`config.mk`:
```
export PLATFORM = sky130hd
export DESIGN_NAME = alu_cmd_issuer_flat
export DESIGN_NICKNAME = d
export VERILOG_FILES = /design/src/rtl/alu_cmd_issuer_if.sv /design/src/rtl/alu_cmd_issuer.sv /design/src/flat_wrapper.sv
export SDC_FILE = /design/constraint.sdc
export NUM_CORES = 1
export LEC_CHECK = 0
export CORE_MARGIN = 5
export CORE_UTILIZATION = 48
export CTS_BUF_LIST = sky130_fd_sc_hd__clkbuf_8 sky130_fd_sc_hd__clkbuf_16
export DETAILED_ROUTE_END_ITERATION = 6
export PLACE_DENSITY = 0.88
export SYNTH_ARGS = -nofsm -noshare
export SYNTH_HDL_FRONTEND = slang
export SYNTH_SLANG_ARGS = --single-unit
```
`constraint.sdc`:
```
create_clock -name clk -period 2.75 [get_ports clk]
set_clock_uncertainty 0.1 [all_clocks]
set_input_delay 0.275 -clock clk [delete_from_list [all_inputs] [get_ports clk]]
set_output_delay 0.275 -clock clk [all_outputs]
set_load 0.05 [all_outputs]
```
`src/rtl/alu_cmd_issuer_if.sv`:
```
// Bundle of the command, ALU and response channels of the ALU command issuer.
// A transfer happens on a rising edge where valid && ready; the source keeps its payload stable while valid && !ready.
interface alu_cmd_issuer_if #(
    parameter int DEPTH = 4
);
    localparam int PW = $clog2(DEPTH + 1);

    logic          cmd_valid;
    logic          cmd_ready;
    logic [7:0]    cmd_a;
    logic [7:0]    cmd_b;
    logic [2:0]    cmd_op;

    logic [7:0]    alu_a;
    logic [7:0]    alu_b;
    logic [2:0]    alu_op;
    logic          alu_start;
    logic          alu_done;
    logic [15:0]   alu_result;

    logic          rsp_valid;
    logic          rsp_ready;
    logic [15:0]   rsp_result;
    logic [2:0]    rsp_op;
    logic          rsp_err;

    logic [PW-1:0] pending;
    logic [2:0]    state_dbg;

    // master: the issuer itself; slave: command source, ALU and response sink
    modport master (
        input  cmd_valid, cmd_a, cmd_b, cmd_op, alu_done, alu_result, rsp_ready,
        output cmd_ready, alu_a, alu_b, alu_op, alu_start,
               rsp_valid, rsp_result, rsp_op, rsp_err, pending, state_dbg
    );

    modport slave (
        output cmd_valid, cmd_a, cmd_b, cmd_op, alu_done, alu_result, rsp_ready,
        input  cmd_ready, alu_a, alu_b, alu_op, alu_start,
               rsp_valid, rsp_result, rsp_op, rsp_err, pending, state_dbg
    );
endinterface

```
`src/rtl/alu_cmd_issuer.sv`:
```
// Buffers ALU commands in a FIFO and runs them one at a time through the ALU start/done
// handshake, returning each result (or error) on the response channel.
module alu_cmd_issuer #(
    parameter int DEPTH   = 4,
    parameter int TIMEOUT = 32
) (
    input logic              clk,
    input logic              rst_n,
    alu_cmd_issuer_if.master bus
);
    localparam int AW = $clog2(DEPTH);
    localparam int PW = $clog2(DEPTH + 1);
    localparam int TW = $clog2(TIMEOUT);

    localparam logic [2:0] OP_NOP = 3'b000;
    localparam logic [2:0] OP_ADD = 3'b001;
    localparam logic [2:0] OP_AND = 3'b010;
    localparam logic [2:0] OP_XOR = 3'b011;
    localparam logic [2:0] OP_MUL = 3'b100;
    localparam logic [2:0] OP_RST = 3'b111;

    typedef enum logic [2:0] {
        S_IDLE  = 3'd0,
        S_ISSUE = 3'd1,
        S_NOP   = 3'd2,
        S_GAP   = 3'd3,
        S_RESP  = 3'd4
    } state_t;

    state_t         state_q, state_d;

    logic [18:0]    fifo_q [DEPTH];
    logic [AW-1:0]  wr_ptr_q, rd_ptr_q;
    logic [PW-1:0]  count_q;

    logic [7:0]     alu_a_q, alu_b_q;
    logic [2:0]     alu_op_q;
    logic [2:0]     rsp_op_q;
    logic [15:0]    res_q;
    logic           err_q;
    logic [TW-1:0]  tmo_q;

    logic [7:0]     head_a, head_b;
    logic [2:0]     head_op;
    logic           fifo_empty, fifo_full, push, pop;
    logic           head_to_alu, head_legal, tmo_hit;

    assign {head_op, head_a, head_b} = fifo_q[rd_ptr_q];

    assign fifo_empty = (count_q == '0);
    assign fifo_full  = (count_q == PW'(DEPTH));
    assign push       = bus.cmd_valid && bus.cmd_ready;
    assign pop        = (state_q == S_IDLE) && !fifo_empty;

    assign head_to_alu = (head_op == OP_ADD) || (head_op == OP_AND) ||
                         (head_op == OP_XOR) || (head_op == OP_MUL);
    assign head_legal  = head_to_alu || (head_op == OP_NOP) || (head_op == OP_RST);
    assign tmo_hit     = (tmo_q == TW'(TIMEOUT - 1));

    always_ff @(posedge clk) begin
        if (!rst_n) begin
            state_q <= S_IDLE;
        end else begin
            state_q <= state_d;
        end
    end

    always_comb begin
        state_d = state_q;
        case (state_q)
            S_IDLE: begin
                if (!fifo_empty) begin
                    if (head_to_alu)            state_d = S_ISSUE;
                    else if (head_op == OP_NOP) state_d = S_NOP;
                    else                        state_d = S_RESP;
                end
            end
            S_ISSUE: if (bus.alu_done || tmo_hit) state_d = S_GAP;
            S_NOP:   state_d = S_GAP;
            S_GAP:   state_d = S_RESP;
            S_RESP:  if (bus.rsp_ready) state_d = S_IDLE;
            default: state_d = S_IDLE;
        endcase
    end

    always_comb begin
        bus.alu_start = 1'b0;
        bus.rsp_valid = 1'b0;
        case (state_q)
            S_ISSUE, S_NOP: bus.alu_start = 1'b1;
            S_RESP:         bus.rsp_valid = 1'b1;
            default: ;
        endcase
    end

    // Storage needs no reset: entries are only read after being written.
    always_ff @(posedge clk) begin
        if (push) begin
            fifo_q[wr_ptr_q] <= {bus.cmd_op, bus.cmd_a, bus.cmd_b};
        end
    end

    always_ff @(posedge clk) begin
        if (!rst_n) begin
            wr_ptr_q <= '0;
            rd_ptr_q <= '0;
            count_q  <= '0;
        end else begin
            if (push) wr_ptr_q <= wr_ptr_q + 1'b1;
            if (pop)  rd_ptr_q <= rd_ptr_q + 1'b1;
            count_q <= count_q + {{(PW-1){1'b0}}, push} - {{(PW-1){1'b0}}, pop};
        end
    end

    always_ff @(posedge clk) begin
        if (!rst_n) begin
            alu_a_q  <= '0;
            alu_b_q  <= '0;
            alu_op_q <= '0;
            rsp_op_q <= '0;
            res_q    <= '0;
            err_q    <= 1'b0;
            tmo_q    <= '0;
        end else begin
            case (state_q)
                S_IDLE: begin
                    if (pop) begin
                        rsp_op_q <= head_op;
                        res_q    <= '0;
                        err_q    <= !head_legal;
                        tmo_q    <= '0;
                        // rst_op and illegal opcodes never reach the ALU, so its inputs stay untouched
                        if (head_to_alu || (head_op == OP_NOP)) begin
                            alu_a_q  <= head_a;
                            alu_b_q  <= head_b;
                            alu_op_q <= head_op;
                        end
                    end
                end
                S_ISSUE: begin
                    if (bus.alu_done) begin
                        res_q <= bus.alu_result;
                        err_q <= 1'b0;
                    end else if (tmo_hit) begin
                        res_q <= '0;
                        err_q <= 1'b1;
                    end else begin
                        tmo_q <= tmo_q + 1'b1;
                    end
                end
                S_NOP: begin
                    res_q <= bus.alu_result;
                    err_q <= 1'b0;
                end
                default: ;
            endcase
        end
    end

    assign bus.cmd_ready  = rst_n && !fifo_full;
    assign bus.alu_a      = alu_a_q;
    assign bus.alu_b      = alu_b_q;
    assign bus.alu_op     = alu_op_q;
    assign bus.rsp_result = res_q;
    assign bus.rsp_op     = rsp_op_q;
    assign bus.rsp_err    = err_q;
    assign bus.pending    = count_q;
    assign bus.state_dbg  = state_q;
endmodule

```
`src/flat_wrapper.sv`:
```
// flat-port wrapper written by rule: the top's interface ports become plain ports
module alu_cmd_issuer_flat 
#(
    parameter int DEPTH   = 4,
    parameter int TIMEOUT = 32
)
  (clk, rst_n, bus_cmd_valid, bus_cmd_a, bus_cmd_b, bus_cmd_op, bus_alu_done, bus_alu_result, bus_rsp_ready, bus_cmd_ready, bus_alu_a, bus_alu_b, bus_alu_op, bus_alu_start, bus_rsp_valid, bus_rsp_result, bus_rsp_op, bus_rsp_err, bus_pending, bus_state_dbg);
  alu_cmd_issuer_if #(.DEPTH(DEPTH)) bus_i ();
  input logic clk;
  input logic rst_n;
  input wire logic [$bits(bus_i.cmd_valid)-1:0] bus_cmd_valid;
  input wire logic [$bits(bus_i.cmd_a)-1:0] bus_cmd_a;
  input wire logic [$bits(bus_i.cmd_b)-1:0] bus_cmd_b;
  input wire logic [$bits(bus_i.cmd_op)-1:0] bus_cmd_op;
  input wire logic [$bits(bus_i.alu_done)-1:0] bus_alu_done;
  input wire logic [$bits(bus_i.alu_result)-1:0] bus_alu_result;
  input wire logic [$bits(bus_i.rsp_ready)-1:0] bus_rsp_ready;
  output wire logic [$bits(bus_i.cmd_ready)-1:0] bus_cmd_ready;
  output wire logic [$bits(bus_i.alu_a)-1:0] bus_alu_a;
  output wire logic [$bits(bus_i.alu_b)-1:0] bus_alu_b;
  output wire logic [$bits(bus_i.alu_op)-1:0] bus_alu_op;
  output wire logic [$bits(bus_i.alu_start)-1:0] bus_alu_start;
  output wire logic [$bits(bus_i.rsp_valid)-1:0] bus_rsp_valid;
  output wire logic [$bits(bus_i.rsp_result)-1:0] bus_rsp_result;
  output wire logic [$bits(bus_i.rsp_op)-1:0] bus_rsp_op;
  output wire logic [$bits(bus_i.rsp_err)-1:0] bus_rsp_err;
  output wire logic [$bits(bus_i.pending)-1:0] bus_pending;
  output wire logic [$bits(bus_i.state_dbg)-1:0] bus_state_dbg;
  assign bus_i.cmd_valid = bus_cmd_valid;
  assign bus_i.cmd_a = bus_cmd_a;
  assign bus_i.cmd_b = bus_cmd_b;
  assign bus_i.cmd_op = bus_cmd_op;
  assign bus_i.alu_done = bus_alu_done;
  assign bus_i.alu_result = bus_alu_result;
  assign bus_i.rsp_ready = bus_rsp_ready;
  assign bus_cmd_ready = bus_i.cmd_ready;
  assign bus_alu_a = bus_i.alu_a;
  assign bus_alu_b = bus_i.alu_b;
  assign bus_alu_op = bus_i.alu_op;
  assign bus_alu_start = bus_i.alu_start;
  assign bus_rsp_valid = bus_i.rsp_valid;
  assign bus_rsp_result = bus_i.rsp_result;
  assign bus_rsp_op = bus_i.rsp_op;
  assign bus_rsp_err = bus_i.rsp_err;
  assign bus_pending = bus_i.pending;
  assign bus_state_dbg = bus_i.state_dbg;
  alu_cmd_issuer #(.DEPTH(DEPTH), .TIMEOUT(TIMEOUT)) u_core (.clk(clk), .rst_n(rst_n), .bus(bus_i));
endmodule
```
==> flow_summary.json <==
{
  "drtIter0Drc": 217,
  "dp_slack_ns": 0.276,
  "synth-edff-count": 76,
  "grtUsageTotal_pct": 18.8,
  "hpwl_um": 7370,
  "drive_above_1_share_pct": 13.8,
  "cts.clk_slew.worst_paths_ns": 0.06,
  "crit_path_end_kind": "output pin",
  "p_leak_uw": 0.00239,
  "r2r_cells": 10,
  "numCtsBuffers": 17,
  "yosysTopAreaCell": "edfxtp_1",
  "synth_common_cells": "edfxtp_1, dfxtp_1, nand3_1, nor2b_1, a22oi_1",
  "r2r_end": "u_core.bus.pending[2]",
  "r2r_setup_slack_ns": 0.28,
  "synth-compound-area-share_pct": 10.2,
  "core_sq_um": 10700,
  "maxSlewHeadroom_pct": 52.8,
  "worst_slack_ns": 0.245,
  "period_share_pct": 91.1,
  "drt_wl_total_um": 11900,
  "multi_input_area_sq_um": 1660,
  "ys_seq_area_share_pct": 65.3,
  "finalSetupViolations": 0,
  "crit_type": "flip-flop to output pin",
  "p_sw_share_pct": 38.4,
  "fin_tns_setup_ns": 0,
  "hp-start": "bus_cmd_b[6]",
  "synthToLayoutAreaGrowth_pct": 30.5,
  "cts.sinks": 132,
  "seqPwrFrac_pct": 33.8,
  "synth_mux_area_share_pct": 8.62,
  "die_w_um": 114,
  "start_kind": "flip-flop",
  "slew_violations": 0,
  "diodes": 0,
  "final_hold_viol_count": 0,
  "rows": 38,
  "ys_warn_count": 0,
  "synth_top_family_by_area": "compound AO/OA/AOI/OAI gates",
  "internal_power_uw": 4790,
  "combPwrFrac_pct": 39.2,
  "async_reset_ff_share_pct": 0,
  "rsz0062_at_grt": "false",
  "place_congestion": 0.826,
  "cp.arrival_ns": 2.13,
  "antenna_found_initial": 0,
  "synth_area_leaders": "edfxtp_1, dfxtp_1, mux4_2",
  "synth.most_common_cell": "edfxtp_1",
  "powerDensity_nw_per_um2": 1140,
  "grt_pass1_vias": 3504,
  "grt_max_degree": 56,
  "synthXorXnorAreaFrac_pct": 1.34,
  "yosys_register_bits": 132,
  "post_drt_wl_per_cell_um": 19.4,
  "dieArea_sq_um": 13000,
  "netlist_instances": 363,
  "drt_pass1_iterations": 5,
  "die-height_um": 114,
  "period_needed_ns": 2.50,
  "min_path_type": "input pin to flip-flop",
  "nets": 508,
  "tightest_slew_ns": 0.698,
  "fmax_mhz": 399,
  "cts_tree": "done",
  "grt_overflow": 0,
  "crit_path_max_fanout": 10,
  "yosys.area_share.simple_pct": 9.36,
  "postRouteAntennaNets": 0,
  "syn_avg_cell_area_sq_um": 14.4,
  "switchingPower_uw": 2980,
  "synth_top_area_share_pct": 43.8,
  "syn_area_sq_um": 5210,
  "ys.flop_type": "edfxtp_1",
  "synth.net_count": 412,
  "vias": 3427,
  "vias_per_cell": 5.60,
  "ir_worst_vdd_uv": 650,
  "cts_max_level": 4,
  "yosysUniqueCellTypes": 45,
  "seq_area_sq_um": 3410,
  "fillCellCount": 765,
  "pin_count": 88,
  "drc": 0,
  "status": "completed",
  "grt_pass1_wl_um": 18500,
  "cts-root-buf": "clkbuf_8",
  "reg2reg_from": "u_core.bus.pending[1]",
  "clkPwrFrac_pct": 27.0,
  "portBuffers": 87,
  "cap_violations": 0,
  "start_util_pct": 48.5,
  "min_to": "u_core.fifo_q[2][6]",
  "synthAdderAreaFrac_pct": 2.30,
  "total_power_uw": 7770,
  "cp.required_ns": 2.38,
  "clkLatencyLatePin_ns": 0.51,
  "whs_path_depth": 1,
  "cts.path.max_buffers": 2
}
repair_timing:
item	in CTS	in global routing
resized for setup	0	1
setup buffers	0	0
hold buffers	0	0
hold endpoints to repair	0	0
endpoints found under the setup margin	0	1
power groups by stage:
stage / combinational [uW] / clock [uW] / sequential (uW)
final: 3050 / 2100 / 2630
after global routing: 3260 / 2210 / 2660
after CTS: 3070 / 2130 / 2620
after detailed placement: 3030 / 0 / 2650
after global placement: 2950 / 0 / 2630
after floorplan: 1430 / 0 / 3320
final cells by class:
| type | count | share of cell area [%] |
|---|---|---|
| clock buffer | 17 | 6.09 |
| tap | 140 | 2.57 |
| timing repair buffer | 98 | 14.2 |
| multi-input combinational | 200 | 24.4 |
| sequential | 132 | 50.1 |
| inverter | 10 | 0.552 |
| clock inverter | 15 | 2.11 |
kinds of logic after synthesis:
logic type,after synthesis
buf+inv,31
fa+ha+maj,9
flops,132
simple gates,90
mux,20
compound gates,73
xor+xnor,8
sequential cells by signal (all words and copies together), names as in the netlist, 3 cells and up, named ones only:
register               flops
u_core.bus.state_dbg       3
u_core.bus.pending         3
u_core.bus.alu_op          3
u_core.tmo_q               5
u_core.bus.alu_a           8
u_core.bus.alu_b           8
u_core.bus.rsp_op          3
u_core.fifo_q             76
u_core.bus.rsp_result     16
placed cells by master, fill, tap and decap left out, drive strengths merged, types with 2 or more instances in the layout:
cell / instances
clkdlybuf4s50: 85
edfxtp: 76
dfxtp: 56
a21boi: 22
o21ai: 20
nand3: 19
nor2b: 19
mux4: 19
a22oi: 17
clkbuf: 17
nand2: 14
inv: 13
and2: 12
buf: 12
clkinv: 10
ha: 8
nor2: 7
xnor2: 6
nor3: 4
nand2b: 4
and3: 3
o211a: 3
or3: 2
a21oi: 2
nor3b: 2
xor2: 2
a211o: 2
bufinv: 2
metal layers:
| metal | wire [um] | vias up | GRT usage (%) |
|---|---|---|---|
| li1 | - | 1560 | - |
| met1 | 4450 | 1688 | 21.8 |
| met2 | 6240 | 160 | 32.9 |
| met3 | 977 | 19 | 4.70 |
| met4 | 182 | 0 | 8.23 |
| met5 | 0 | - | 0 |
worst max-delay path, stage by stage, from the launching register on:
cell and delay (ns):
dfxtp_2 0.42, nor3b_1 0.33, clkdlybuf4s50_1 0.87
through the flow:
stage | instances | hold slack [ns] | utilization, % | instance area [sq um]
after floorplan | 363 | 0.274 | - | 5220
after global placement | 580 | 0.359 | 58.1 | 6240
after detailed placement | 580 | 0.368 | 58.1 | 6240
after CTS | 612 | 0.275 | 63.3 | 6800
after global routing | 612 | 0.292 | 63.3 | 6800
final | 612 | 0.298 | 63.3 | 6800
worst max path at each step:
stage | start | to | slack, ns
2_1_floorplan | u_core.bus.pending[2] | u_core.bus.pending[2] | 0.009
5_1_grt | u_core.bus.state_dbg[2] | bus_rsp_valid | 0.17
3_5_place_dp | u_core.bus.pending[1] | u_core.bus.pending[2] | 0.28
3_3_place_gp | u_core.bus.pending[2] | u_core.bus.pending[2] | 0.40
6_report | u_core.bus.state_dbg[2] | bus_rsp_valid | 0.25
4_1_cts | u_core.bus.state_dbg[1] | bus_alu_start | 0.01
No activity file was read; power rests on OpenSTA's default activity.
==> patch 1: new RTL, same settings <==
`DEPTH` is set to 4 in 3 places; all go to 8.
--- a/src/rtl/alu_cmd_issuer_if.sv
+++ b/src/rtl/alu_cmd_issuer_if.sv
@@ -2,5 +2,5 @@
 // A transfer happens on a rising edge where valid && ready; the source keeps its payload stable while valid && !ready.
 interface alu_cmd_issuer_if #(
-    parameter int DEPTH = 4
+    parameter int DEPTH = 8
 );
     localparam int PW = $clog2(DEPTH + 1);
--- a/src/rtl/alu_cmd_issuer.sv
+++ b/src/rtl/alu_cmd_issuer.sv
@@ -2,5 +2,5 @@
 // handshake, returning each result (or error) on the response channel.
 module alu_cmd_issuer #(
-    parameter int DEPTH   = 4,
+    parameter int DEPTH   = 8,
     parameter int TIMEOUT = 32
 ) (
--- a/src/flat_wrapper.sv
+++ b/src/flat_wrapper.sv
@@ -2,5 +2,5 @@
 module alu_cmd_issuer_flat 
 #(
-    parameter int DEPTH   = 4,
+    parameter int DEPTH   = 8,
     parameter int TIMEOUT = 32
 )
Interface: changed (resized bus_pending); port bits go from 88 to 89. No check against the original RTL was run, so the function may have changed too.
==> patch 1 against the unedited design <==
- area after synthesis up 59%
- total power up 42%
- register-to-register slack worse by 0.14 ns
- sequential cell count up 80
- count of clock-buffer cells in the layout up 6
- critical path depth up 10
- global-route usage down 1.3 points
- combinational power up 30%
- clock power up 40%
- routed wire length up 48%
- synthesized cell count up 36%
- setup slack worse by 0.11 ns
- cell area up 51%
- non-clock buffer count up 9
- critical path type is now reg2reg
- largest cell class unchanged
- largest power group is now sequential cells
==> patch 1: results (changes against the unedited design) <==
- Initial antenna violation count: 1 (+1)
- Cell count after placement: 803 (+38%)
- Setup WS pre-CTS: 0.106 ns (-0.171 ns)
- Crit path kind: reg2reg
- GRT met1 Usage: 21.8% (-0.080 points)
- Total Routing Usage GR: 17.5% (-1.3 points)
- Most frequent cells after synthesis: edfxtp_1 (152), dfxtp_1 (60), nand2_1 (39)
- PortBufs: 88 (+1.1%)
- Dpl cell area: 0.00953 mm2 (+53%)
- Vias: 4666 (+36%)
- Xor and xnor area share after synthesis: 1.17% (-0.18 points)
- Routed len/inst: 20.9 um (+7.7%)
- Post-DP HPWL: 10700 um (+46%)
- R2R Setup Slk: 0.14 ns (-0.14 ns)
- Number of synthesized flops with an enable pin: 152 (+100%)
- Synth Area in Compound Gates: 5.22% (-5.0 points)
- Leak: 3.44 nW (+44%)
- Adder-cell share of the synthesized area: 1.76% (-0.55 points)
- Slew HR: 63.2% (+10 points)
- Synth Net Count: 545 (+32%)
- Synth area leaders: edfxtp_1 (55%), dfxtp_1 (15%), mux4_2 (9.0%), a22oi_1 (3.2%), mux2i_1 (1.9%)
- First-pass GRT wire length: 27200 um (+47%)
- Global-route track usage on met3: 3.66% (-1.0 points)
- Share of cells above drive strength 1: 18.1% (+4.4 points)
- Sequential fraction of the synthesis area: 69.8% (+4.5 points)
- Final wirelength: 17600 um (+48%)
- Setup crit end: u_core.bus.pending[2]
- Final hold slack: 0.323 ns (+0.0250 ns)
- Hold_sp: bus_alu_result[13]
- Critical Path AT: 2.91 ns (+0.78 ns)
- M2 GR Usage: 30.8% (-2.1 points)
- Status: complete, no violations
- Worst VDD drop: 612 uV (-5.8%)
- Htree depth: 1 (-3)
- Average size of a mapped cell: 16.7 um2 (+16%)
- Worst hold endpoint: u_core.bus.rsp_result[13]
- Max reg flops: 152 (+100%)
- DR iter-0 viols: 297 (+37%)
- Reg-to-Reg Start: u_core.bus.pending[2]
- Nets@finish: 653 (+29%)
- Number of distinct library cells after synthesis: 42 (-6.7%)
- Clock buffer depth: 3 (+1)
- Largest net degree at the start of global routing: 58 (+3.6%)
## patch 1: worst max-delay path, cell delays in order, from the launching register on
cell,delay [ns]
dfxtp_4,0.34
inv_2,0.06
ha_1,0.16
or3b_4,0.39
nand2_1,0.12
inv_2,0.10
ha_1,0.28
inv_1,0.06
ha_1,0.16
inv_1,0.06
fa_1,0.38
xnor2_1,0.14
and2_1,0.15
## patch 1: area by class of cell
class / count / area [um2]
repair buffers: 107 / 1030
multi-input cells: 247 / 2410
clock buffers: 23 / 564
inverters: 12 / 45.0
fillers: 1204 / 6840
clock inverters: 17 / 173
flip-flops and latches: 212 / 5770
well taps: 225 / 282
## patch 1: power by group
part	switching, mW	internal (mW)	leakage [nW]
Clock	1.18	1.77	0.355
Combinational	2.37	1.61	1.23
Sequential	0.282	3.79	1.86
Total	3.83	7.17	3.44
## patch 1: per-layer routing
metal | routed length (um) | share of wire [%]
met1 | 6810 | 39
met2 | 9060 | 52
met3 | 1330 | 7.6
met4 | 355 | 2.0
met5 | 20 | 0.11
==> patch 2: new RTL, same flow settings <==
Made on the original files. Make the reset (`rst_n`) asynchronous in 3 clocked blocks.
--- a/src/rtl/alu_cmd_issuer.sv
+++ b/src/rtl/alu_cmd_issuer.sv
@@ -58,5 +58,5 @@
     assign tmo_hit     = (tmo_q == TW'(TIMEOUT - 1));
 
-    always_ff @(posedge clk) begin
+    always_ff @(posedge clk or negedge rst_n) begin
         if (!rst_n) begin
             state_q <= S_IDLE;
@@ -101,5 +101,5 @@
     end
 
-    always_ff @(posedge clk) begin
+    always_ff @(posedge clk or negedge rst_n) begin
         if (!rst_n) begin
             wr_ptr_q <= '0;
@@ -113,5 +113,5 @@
     end
 
-    always_ff @(posedge clk) begin
+    always_ff @(posedge clk or negedge rst_n) begin
         if (!rst_n) begin
             alu_a_q  <= '0;
Formal check against the unedited RTL: differs if rst_n is asserted again (counterexample within 4 cycles, from zero or initial values and one cycle with rst_n low); with rst_n held inactive, the same outputs for 4 cycles.
==> patch 2 against the unedited design <==
- critical path depth is the same
- sequential cell count shrank 2
- total power grew 16%
- maximum frequency grew 0.65%
- critical path type unchanged
- combinational power grew 27%
- clock power grew 8%
- synthesized cell count shrank 22%
- area after synthesis shrank 3.1%
- cell area shrank 0.75%
- core utilization grew 2.4 points
- routed wire length shrank 16%
- setup slack gained 0.016 ns
==> patch 2: results (changes against the unedited design) <==
- Status: complete, no violations
- P_int: 5.60 mW (+17%)
- Hold crit path type: in2reg
- Final hold slack: 0.275 ns (-0.0233 ns)
- Synth area leaders: edfxtp_1 (45%), dfrtp_1 (27%), mux4_2 (8.5%), a22o_1 (3.5%), mux2_4 (2.4%)
- R2R Setup Slk: 0.37 ns (+0.09 ns)
- Adder-cell share of the synthesized area: 2.38% (+0.074 points)
- Multi-input combinational gate total: 132 (-34%)
- First-pass GRT wire length: 16000 um (-14%)
- Seq area share: 53.8% (+3.7 points)
- FILL cells: 730 (-4.6%)
- Inverters: 11 (+1)
- Final GP Congestion: 0.766 (-7.3%)
- Worst hold stages: 2 (+1)
- Ys async rst share: 41.5% (+42 points)
- Least-Margin Pin Slew: 0.680 ns (-0.0182 ns)
- Worst hold endpoint: u_core.bus.rsp_result[15]
- Top_reg_cell synth: edfxtp_1
- Xor and xnor area share after synthesis: 1.21% (-0.13 points)
- Flops & latches, synth: 130 (-1.5%)
- Vias per cell: 5.33 (-4.7%)
- Mux share of post-synthesis cell area: 12.9% (+4.2 points)
- CP startpoint: u_core.bus.state_dbg[1]
- Slowest Stage Delay on Critical Path: 0.85 ns (-0.02 ns)
- Sequential fraction of the synthesis area: 71.9% (+6.6 points)
- Clock network area share: 8.97% (+0.77 points)
- Vias in the first global route: 3001 (-14%)
- Synth Net Count: 331 (-20%)
- DR iter-0 viols: 116 (-47%)
- Dpl cell area: 0.00614 mm2 (-1.7%)
- Nets@finish: 442 (-13%)
- Critical R2R Capture: u_core.bus.pending[2]
- R2R cell count: 9 (-1)
- Horiz. Die Dim: 113 um (-1.4%)
- Reg-to-Reg Start: u_core.bus.pending[2]
- Routed len/inst: 18.5 um (-4.6%)
- Number of distinct library cells after synthesis: 36 (-20%)
- Leak: 2.65 nW (+11%)
- Synth Area in Compound Gates: 5.47% (-4.7 points)
- Critical Path AT: 2.11 ns (-0.02 ns)
- Highest clock rate: 402 MHz (+0.65%)
- Hold_sp: bus_alu_result[15]
- Most frequent cells after synthesis: edfxtp_1 (76), dfrtp_1 (54), a22o_1 (20)
- Antenna Cells: 0 (unchanged)
- Buffering overhead: 14.4% (+0.16 points)
- Max reg flops: 76 (unchanged)
- Share of cells above drive strength 1: 19.2% (+5.4 points)
- Multi-input combinational area share: 19.7% (-4.7 points)
- Post-DP HPWL: 6530 um (-11%)
- Largest net degree at the start of global routing: 55 (-1.8%)
- Worst VDD drop: 716 uV (+10%)
patch 2: cell count changes in the layout (fill, tap and decap cells not counted), moves of 8 or more:
cell | before | now
dfxtp_1 | 52 | 0
a21boi_1 | 11 | 0
mux2_1 | 0 | 9
a22o_1 | 0 | 20
nand3_1 | 19 | 1
dfrtp_1 | 0 | 54
nor2b_1 | 19 | 2
a22oi_1 | 17 | 0
a21boi_0 | 11 | 0
and2_1 | 12 | 1
o21ai_0 | 16 | 1
mux2_4 | 0 | 8
patch 2: logic make-up after synthesis:
logic type	Yosys count
AOI/OAI and AO/OA	37
xor gates and xnor gates	7
adders and majority gates	9
buffers and inverters	20
DFF	130
muxes	36
and+or+nand+nor	43
patch 2: power groups by stage:
stage	combinational [mW]	sequential, mW	clock [mW]
after floorplan	1.60	3.99	0
after global placement	3.78	2.93	0
after detailed placement	3.87	2.96	0
after CTS	3.91	2.94	2.29
after global routing	4.08	2.99	2.39
final	3.86	2.94	2.26
patch 2: per-layer routing:
layer / wire length (um) / track usage [%]
met1: 4310 / 20.9
met2: 4930 / 27.1
met3: 712 / 6.20
met4: 61 / 3.61
met5: 0 / 0
patch 2: per-stage QoR:
| stage | power, mW | cells | util [%] |
|---|---|---|---|
| final | 9.05 | 542 | 65.7 |
| after global routing | 9.46 | 542 | 65.7 |
| after CTS | 9.13 | 542 | 65.7 |
| after detailed placement | 6.84 | 509 | 59.7 |
| after global placement | 6.71 | 509 | 59.7 |
| after floorplan | 5.59 | 282 | - |
patch 2: worst max-delay path: cells and delay by family (launching register included):
kind / cells / cell delay [ns]
DFF: 1 / 0.47
buffers and inverters: 1 / 0.85
and+or+nand+nor: 1 / 0.29
patch 2: what timing repair did:
action,4_1_cts,5_1_grt
gates resized for setup,1,0
hold endpoints to repair,54,0
setup endpoints to repair,1,0
hold buffers,1,0
